## config.mk

```make
export PLATFORM = sky130hd
export DESIGN_NAME = uart_tx_fpga
export DESIGN_NICKNAME = d
export VERILOG_FILES = /design/src/rtl/uart_tx_fpga.sv
export SDC_FILE = /design/constraint.sdc
export NUM_CORES = 1
export LEC_CHECK = 0
export ABC_AREA = 1
export ABC_CLOCK_PERIOD_IN_PS = 2100
export CAP_MARGIN = 0
export CORE_ASPECT_RATIO = 1.2
export CORE_MARGIN = 3
export CORE_UTILIZATION = 51
export CTS_CLUSTER_DIAMETER = 80
export DETAILED_ROUTE_END_ITERATION = 10
export PLACE_DENSITY = 0.76
export SETUP_SLACK_MARGIN = 0.4
export SLEW_MARGIN = 20
export SYNTH_ARGS = -nofsm -noshare
export SYNTH_HDL_FRONTEND = slang
export SYNTH_SLANG_ARGS = --single-unit
```

## constraint.sdc

```tcl
create_clock -name i_clkTx -period 2.1 [get_ports i_clkTx]
set_input_delay 0.21 -clock i_clkTx [delete_from_list [all_inputs] [get_ports i_clkTx]]
set_output_delay 0.21 -clock i_clkTx [all_outputs]
set_load 0.01 [all_outputs]
```

## src/rtl/uart_tx_fpga.sv

```systemverilog
// UART transmitter: 11-bit frame (start, 8 data LSB first, parity, stop) per accepted request.
// Each bit is held for clksPerBit cycles of i_clkTx.
module uart_tx_fpga #(
   parameter int unsigned clksPerBit = 234,
   parameter bit          parityOdd  = 1'b0
) (
   input  logic       i_clkTx,
   input  logic       i_resetN,
   input  logic       i_txStart,
   input  logic [7:0] i_txBits,
   output logic       o_txBit,
   output logic       o_txBusy,
   output logic       o_txFinished
);

   localparam int unsigned CNT_W = (clksPerBit > 1) ? $clog2(clksPerBit) : 1;
   localparam logic [CNT_W-1:0] CNT_LAST = CNT_W'(clksPerBit - 1);

   typedef enum logic [2:0] {IDLE, START, DATA, PARITY, STOP} state_t;

   state_t           state_q, state_d;
   logic [CNT_W-1:0] cnt_q, cnt_d;
   logic [2:0]       bit_q, bit_d;
   logic [7:0]       shreg_q, shreg_d;
   logic             par_q, par_d;
   logic             tx_bit_d, busy_d, fin_d;
   logic             bit_end;

   assign bit_end = (cnt_q == CNT_LAST);

   // State and registered outputs
   always_ff @(posedge i_clkTx) begin
      if (!i_resetN) begin
         state_q      <= IDLE;
         cnt_q        <= '0;
         bit_q        <= '0;
         shreg_q      <= '0;
         par_q        <= 1'b0;
         o_txBit      <= 1'b1;
         o_txBusy     <= 1'b0;
         o_txFinished <= 1'b0;
      end else begin
         state_q      <= state_d;
         cnt_q        <= cnt_d;
         bit_q        <= bit_d;
         shreg_q      <= shreg_d;
         par_q        <= par_d;
         o_txBit      <= tx_bit_d;
         o_txBusy     <= busy_d;
         o_txFinished <= fin_d;
      end
   end

   // Next-state and next-output logic; every transition happens on a bit boundary
   always_comb begin
      state_d  = state_q;
      cnt_d    = cnt_q;
      bit_d    = bit_q;
      shreg_d  = shreg_q;
      par_d    = par_q;
      tx_bit_d = o_txBit;
      busy_d   = o_txBusy;
      fin_d    = 1'b0;

      if (state_q != IDLE) begin
         cnt_d = bit_end ? '0 : cnt_q + CNT_W'(1);
      end

      case (state_q)
         IDLE: begin
            tx_bit_d = 1'b1;
            busy_d   = 1'b0;
            cnt_d    = '0;
            bit_d    = '0;
            if (i_txStart) begin
               shreg_d  = i_txBits;
               par_d    = parityOdd ? ~^i_txBits : ^i_txBits;
               state_d  = START;
               tx_bit_d = 1'b0;
               busy_d   = 1'b1;
            end
         end
         START: begin
            if (bit_end) begin
               state_d  = DATA;
               bit_d    = '0;
               tx_bit_d = shreg_q[0];
               shreg_d  = {1'b0, shreg_q[7:1]};
            end
         end
         DATA: begin
            if (bit_end) begin
               if (bit_q == 3'd7) begin
                  state_d  = PARITY;
                  tx_bit_d = par_q;
               end else begin
                  bit_d    = bit_q + 3'd1;
                  tx_bit_d = shreg_q[0];
                  shreg_d  = {1'b0, shreg_q[7:1]};
               end
            end
         end
         PARITY: begin
            if (bit_end) begin
               state_d  = STOP;
               tx_bit_d = 1'b1;
            end
         end
         STOP: begin
            if (bit_end) begin
               state_d  = IDLE;
               tx_bit_d = 1'b1;
               busy_d   = 1'b0;
               fin_d    = 1'b1;
            end
         end
         default: begin
            state_d  = IDLE;
            tx_bit_d = 1'b1;
            busy_d   = 1'b0;
         end
      endcase
   end

endmodule
```

======== Yosys cells after proc, flatten, opt, wreduce, memory -nomap -nowiden ========
Cells that the tools add are included.
storage, ports and cells
  bits in registers ....................... 26
  input bits .............................. 11
  output and inout bits ................... 3
  logic and storage cells ................. 66
operators by class
  $add $sub $neg .......................... 2
  eq/ne operators ......................... 14
  muxes and demuxes ....................... 26
  bitwise logic cells ..................... 2
  reduce and logical (&&, ||, !) cells .... 14
operators with widths
  cell                 count
  $mux 8               5
  $mux 3               8
  $pmux 8 s3           1
  $pmux 3 s5           1
  $ne 2x2->1 const B   7
  $pmux 3 s3           1
  $add 8x1->8 const B  1
  $eq 8x8->1 const B   1
  $mux 1               8
  $reduce_xor 8->1     1
  $eq 3x2->1 const B   2
  $eq 3x3->1 const B   2
  $reduce_and 2->1     3
  $reduce_and 6->1     1
  $reduce_bool 3->1    2
  $reduce_and 5->1     1
  $pmux 1 s4           1
  $reduce_and 4->1     1
  $reduce_or 2->1      2
  $add 3x1->3 const B  1
  $eq 3x1->1 const B   1
  $logic_not 3->1      1
  $pmux 1 s3           1
  $reduce_and 3->1     1
  3 further kinds      4

======== Longest topological paths before layout ========
Gate-level depths: netlist of run 1.
  depth in word-level cells ............... 4
  mapped depth ............................ 11
  depth with buffers taken out ............ 10

======== Least setup slack after synthesis of run 1 ========
Ideal clock, no wire load.
  kind .................................... reg-to-reg
  start ................................... register bit_q[0]
  end ..................................... register shreg_q[0]
  library setup time ...................... 0.113 ns
  arrival ................................. 1.284 ns
  data required time ...................... 1.987 ns
  setup slack ............................. 0.704 ns
  cell stages (with the launch flop) ...... 10
  buffers on the path ..................... 1
  clock period less this slack ............ 1.396 ns
  cells stage by stage .................... dfxtp_1 > ha_1 > ha_1 > nand3_1 > nand2_1 > inv_1 > nand3_4 > buf_6 > nor2_1 > nor2_1
between the ends
  word-level cells in the longest chain between the ends .. 3
RTL lines
  element                     line  source
  from (decl)                 23    logic [2:0] bit_q, bit_d;
  from (signal assigned)      45    bit_q <= bit_d;
  $eq 3x3->1                  93    if (bit_q == 3'd7) begin
  $ne 2x2->1 (no line)        n/a
  $reduce_and 5->1 (no line)  n/a
  to (signal assigned)        46    shreg_q <= shreg_d;
  to (decl)                   24    logic [7:0] shreg_q, shreg_d;
No other way between the ends.
A chain may end at the register's enable or synchronous reset.

======== Final worst setup path of run 1 ========
  start ................................... register bit_q[0]
  end ..................................... register shreg_q[2]
Same word-level chain as after synthesis.

==> results of run 1 <==
Yosys cell counts:
cell type  number  area [um2]
o21ai_0        12        60.1
nor2_4          1        11.3
nand4_1         3        18.8
nand3b_1        1        7.51
dfxtp_1        26         521
nand2_2         1        6.26
o21a_1          2        15.0
nor3_1          4        20.0
clkbuf_1        1        3.75
nand3_1        18        90.1
o21bai_1        1        7.51
inv_1          33         124
inv_2           1        3.75
nor2_1         42         158
buf_2           3        15.0
nand2_4         2        22.5
buf_6           1        11.3
nand2_1        77         289
a21oi_1         5        25.0
nor3b_1         2        15.0
nor2_2          1        6.26
nand3_4         1        17.5
ha_1            4        50.1
where the power goes:
part / internal [W] / total [W] / switching [W]
Sequential: 0.000658 / 0.000777 / 0.000120
Combinational: 0.000379 / 0.00105 / 0.000672
Clock: 0.000106 / 0.000250 / 0.000144
Total: 0.00114 / 0.00208 / 0.000936
registers in the layout, indices dropped and copies added (netlist names):
register      flops
bit_q             3
o_txBit           1
par_q             1
cnt_q             8
o_txFinished      1
state_q           3
o_txBusy          1
shreg_q           8
per-stage QoR:
stage                     instances  area, um2
after floorplan                 242       1500
final                           288       1690
after global placement          284       1650
after detailed placement        284       1650
after global routing            288       1690
after CTS                       288       1680
layer usage:
metal	GRT usage	vias to the layer above	part of all wire
li1	-	776	-
met1	0.195	583	0.49
met2	0.271	31	0.45
met3	0.0236	6	0.042
met4	0.0517	0	0.013
met5	0	-	0
cells by family (layout without fill, tap and decap cells):
family / after synthesis / count (layout) / share of synthesized area
flops: 26 / 26 / 0.348
fa+ha+maj: 4 / 4 / 0.0334
buf+inv: 39 / 52 / 0.105
compound gates: 20 / 20 / 0.0718
simple gates: 153 / 153 / 0.442
worst max path at each step:
stage,slack [ps],to,depth (start not counted)
final,600,shreg_q[2]$_SDFFE_PN0P_,8
after global routing,440,state_q[1]$_SDFFE_PN0P_,8
after CTS,540,cnt_q[6]$_SDFFE_PP0P_,8
after detailed placement,570,cnt_q[7]$_SDFFE_PP0P_,7
after global placement,560,cnt_q[3]$_SDFFE_PP0P_,7
after floorplan,700,shreg_q[0]$_SDFFE_PN0P_,9
layout make-up:
class	instances	area, um2
multi-input cells	177	825
fillers	241	988
repair buffers	14	138
well taps	33	41.3
inverters	34	128
clock buffers	4	36.3
flip-flops and latches	26	522
==> metrics.txt, run 1 <==
outcome=finished, final reports clean; final wirelength=2720 um; Worst R2R Setup Slack=600 ps; min Tclk post-route=1500 ps; CTS Buf Count=3; hold-critical path endpoint=cnt_q[0]$_SDFFE_PP0P_; crit path max fanout=15; clk_skew=7.91 ps; final total power=0.00208 W; Required @ worst endpoint=2320 ps; core footprint=0.00268 mm2; # hold bufs at CTS=0; unrepaired setup endpoints after global routing=no; Die Wd=55.5 um; slowest CP cell=dfxtp_1; syn_nets=257; Final Cycle Share=0.714; die area=0.00363 mm2; Critical path buffers and inverters=1; Hold Crit Class=register to register; GPL Wtd Cong=~0.94; Post-DRT Antenna Nets=0; Starting Density=0.559; Final Util=0.631; cell row count=20; setup tns final=0 ps; largest net degree at the start of global routing=17; Root Driver=clkbuf_4; I/O pin count=14; LEAKAGE=0.813 nW; CP Launch Type=register; max incr delay on CP=between 300 and 400 ps; CP Data Arrival Time=between 1500 and 2000 ps; CTS tree=yes; number of global-route vias before repair=1,145; reg2reg end=shreg_q[2]$_SDFFE_PN0P_; Layout area overhead=12.8%; Slew Viols, Final=0; pre-CTS setup slack=~570 ps; Final nets=271; crit end category=register; Syn. warnings=0; CP cell instances=ha_1 > ha_1 > nand3_1 > nand2_1 > inv_1 > nand3_4 > nor2_1 > nor2_1; Port Buffers=13; hold path depth=1; pwr/cell area=1230 mW/mm2; syn avg cell area=6.19 um2; die height=65.4 um; Setup WS post-layout=602 ps; worst setup path startpoint=bit_q[0]$_SDFFE_PN0P_; Hold Vio Cnt, Final=0; drc violations=0; Clock Sink Count=26; max_slew headroom=0.811; dpl hpwl=2090 um; share of post-route cells with drive strength above 1=0.0549; Crit Path Class=register to register; total gr overflow=0; CTS H-tree depth=1; first-pass GRT wire length=4620 um; post-CTS resize count=0; critical path's top delay family=simple AND/OR/NAND/NOR gates; most frequent cells in the layout=nand2_1 (77), nor2_1 (42), inv_1 (33); Slew @ Worst Pin=between 200 and 300 ps; clock latency on the worst-skew pair=320 ps; vias per std cell=around 4.8; VDD IR-drop max=slightly below 0.8 mV; sequential share of the synthesized area=0.348; Crit Reg-Reg Startpoint=bit_q[0]$_SDFFE_PN0P_; commonest non-fill, non-tap cell in the layout=nand2_1; Max Fclk=667 MHz; initial antenna violation count=0; synthesized instance count=242; Post-CTS Setup Bufs=0; Routed WL per cell=9.43 um; max_cap viols=0; DR vias=roughly 1.4k; worst hold margin=484 ps; synthesized area=roughly 0.0015 mm2; Synth cell types=23; overall global routing resource usage=0.155; 1st-pass router iterations=4; final setup fails=0; min-delay src=cnt_q[0]$_SDFFE_PP0P_; Clock transition at path regs=roughly 140 ps; FF-to-FF path depth=8; buffer depth of the longest clock path=2; starting DRC count in detailed routing=61; Yosys reg bits=26; # diodes=0
Power figures use the tool's default switching activity.
==> run 2, diff against run 1 <==
--- a/config.mk
+++ b/config.mk
@@ -6,7 +6,7 @@
 export NUM_CORES = 1
 export LEC_CHECK = 0
 export ABC_AREA = 1
-export ABC_CLOCK_PERIOD_IN_PS = 2100
+export ABC_CLOCK_PERIOD_IN_PS = 1400
 export CAP_MARGIN = 0
 export CORE_ASPECT_RATIO = 1.2
 export CORE_MARGIN = 3
==> constraint.sdc (replaced) <==
create_clock -name i_clkTx -period 1.4 [get_ports i_clkTx]
set_input_delay 0.14 -clock i_clkTx [delete_from_list [all_inputs] [get_ports i_clkTx]]
set_output_delay 0.14 -clock i_clkTx [all_outputs]
set_load 0.01 [all_outputs]
==> metrics.txt, run 2 (same netlist as run 1, synthesis figures left out) <==
Post-DRT Antenna Nets=0 (unchanged); Final nets=290 (+7.0%); 1st-pass router iterations=4 (unchanged); clock latency on the worst-skew pair=330 ps (about the same); largest net degree at the start of global routing=15 (-2); total gr overflow=0 (unchanged); max_slew headroom=0.811 (about the same); die area=0.00363 mm2 (unchanged); die height=65.4 um (unchanged); dpl hpwl=2210 um (+5.9%); Slew @ Worst Pin=284 ps (+0.247 ps); GPL Wtd Cong=0.915 (-3.0%); unrepaired setup endpoints after global routing=yes; Layout area overhead=36.4%; starting DRC count in detailed routing=55 (-9.8%); Sw Ratio=0.463 (+0.0127); final setup fails=0 (unchanged); Net Switching=0.00181 W (+93%); Flop pwr share=0.304 (-0.070); Hold Crit Class=register to register; commonest non-fill, non-tap cell in the layout=nand2_1; Clock Sink Count=26 (unchanged); drc violations=0 (unchanged); Max Fclk=744 MHz (+12%); final total power=0.00391 W (+88%); biggest regs=cnt_q x8, shreg_q x8; Starting Density=0.559 (unchanged); worst hold margin=488 ps (+4.25 ps); placed insts=289 (+1.8%); crit path max fanout=8 (-7); Die Wd=55.5 um (unchanged); overall global routing resource usage=0.194 (+0.0388); Logic pwr share=0.613 (+0.107); Required @ worst endpoint=1670 ps (-650 ps); buffer depth of the longest clock path=2 (unchanged); DR vias=1,544 (+11%); cell row count=20 (unchanged); Hold Vio Cnt, Final=0 (unchanged); Slew Viols, Final=0 (unchanged); CP Launch Type=register; CP Data Arrival Time=1610 ps (-110 ps); min Tclk post-route=1340 ps (-155 ps); first-pass GRT wire length=5620 um (+22%); initial antenna violation count=0 (unchanged); share of post-route cells with drive strength above 1=0.300 (+0.245); final wirelength=3430 um (+26%); pwr/cell area=1910 mW/mm2 (+56%); vias per std cell=5.05 (+4.1%); CTS H-tree depth=1 (unchanged); LEAKAGE=0.954 nW (+17%); max_cap viols=0 (unchanged); Root Driver=clkbuf_4; clk_skew=8.82 ps (+0.911 ps); Non-Filler Cell Area, Final=0.00204 mm2 (+21%); CTS tree=yes; clock share of power=0.083 (-0.037); Post-Layout Cell Count=306 (+6.3%); outcome=finished, final reports clean; I/O pin count=14 (unchanged); CTS Buf Count=3 (unchanged); Clock transition at path regs=140 ps (about the same); Routed WL per cell=11.2 um (+19%); cell internal pwr=0.00210 W (+84%); number of global-route vias before repair=1,373 (+20%); VDD IR-drop max=1.31 mV (+66%); Crit Path Class=register to register; Area after DPL=0.00176 mm2 (+6.7%); Port Buffers=13 (unchanged); core footprint=0.00268 mm2 (unchanged); Final Util=0.763 (+0.132); most frequent cells in the layout=nand2_1 (65), nor2_1 (37), inv_1 (27); Final Cycle Share=0.959 (+0.246); crit end category=register; # diodes=0 (unchanged); # hold bufs at CTS=0 (unchanged)
run 2: changes by cell type in the layout (fill, tap and decap cells not counted), moves of 6 or more:
| cell | before | now |
|---|---|---|
| nand3_1 | 17 | 11 |
| inv_1 | 33 | 27 |
| nand2_1 | 77 | 65 |
| buf_4 | 1 | 17 |
| dfxtp_1 | 25 | 17 |
| nand2_2 | 1 | 9 |
run 2: worst max-delay path, cell delays in order (launching register included):
cell     delay (ps)
dfxtp_2         360
ha_4            160
ha_4            170
nand3_2          80
nand2_2          70
inv_4           110
nand3_4         120
nand2_1          80
nand2_1          50
nor2_1           80
run 2: power groups by stage:
stage | Sequential, W | Clock (W) | Combinational [W]
6_report | 0.00119 | 0.000323 | 0.00240
3_3_place_gp | 0.00121 | 0 | 0.00174
2_1_floorplan | 0.00118 | 0 | 0.00144
4_1_cts | 0.00119 | 0.000327 | 0.00221
3_5_place_dp | 0.00121 | 0 | 0.00176
5_1_grt | 0.00122 | 0.000367 | 0.00269
run 2: stage by stage:
step | setup WS [ps] | setup TNS [ps]
after detailed placement | 48.3 | 0
final | 56.8 | 0
after floorplan | 123 | 0
after global routing | -31.7 | -82.8
after CTS | 67.3 | 0
after global placement | 64.5 | 0
run 2: worst paths after layout:
check             cells after the start                      end  slack [ps]                  start
hold / removal                        2    o_txBusy$_SDFFE_PN0P_         490  o_txBusy$_SDFFE_PN0P_
setup reg to reg                      9  shreg_q[6]$_SDFFE_PN0P_          60  bit_q[0]$_SDFFE_PN0P_
setup / recovery                      9  shreg_q[6]$_SDFFE_PN0P_          60  bit_q[0]$_SDFFE_PN0P_
hold reg to reg                       2    o_txBusy$_SDFFE_PN0P_         490  o_txBusy$_SDFFE_PN0P_
run 2: timing repair:
action,4_1_cts,5_1_grt
gates cloned,1,0
gates resized for setup,38,24
buffers inserted,11,2
pin swaps,17,11
endpoints found under the setup margin,29,26
run 2: routing by layer:
| metal | routed length (um) | part of all wire | vias up | global-route usage |
|---|---|---|---|---|
| met1 | 1530 | 0.45 | 691 | 0.207 |
| li1 | - | - | 814 | - |
| met4 | 76 | 0.022 | 0 | 0.103 |
| met5 | 0 | 0 | - | 0 |
| met2 | 1720 | 0.50 | 29 | 0.365 |
| met3 | 98 | 0.029 | 10 | 0.0295 |
run 2: area by class of cell:
class / count / area [um2]
Tap cell: 33 / 41.3
Multi-Input combinational cell: 178 / 1040
Sequential cell: 26 / 539
Timing Repair Buffer: 32 / 269
Fill cell: 204 / 634
Clock buffer: 3 / 22.5
Inverter: 34 / 130
==> run 3, diff against run 2 <==
--- a/config.mk
+++ b/config.mk
@@ -11,7 +11,8 @@
 export CORE_ASPECT_RATIO = 1.2
 export CORE_MARGIN = 3
 export CORE_UTILIZATION = 51
-export CTS_CLUSTER_DIAMETER = 80
+export CTS_CLUSTER_DIAMETER = 200
+export CTS_CLUSTER_SIZE = 40
 export DETAILED_ROUTE_END_ITERATION = 10
 export PLACE_DENSITY = 0.76
 export SETUP_SLACK_MARGIN = 0.4
==> results of run 3 <==
Final layout, timing and power as in run 2 (identical DEF).
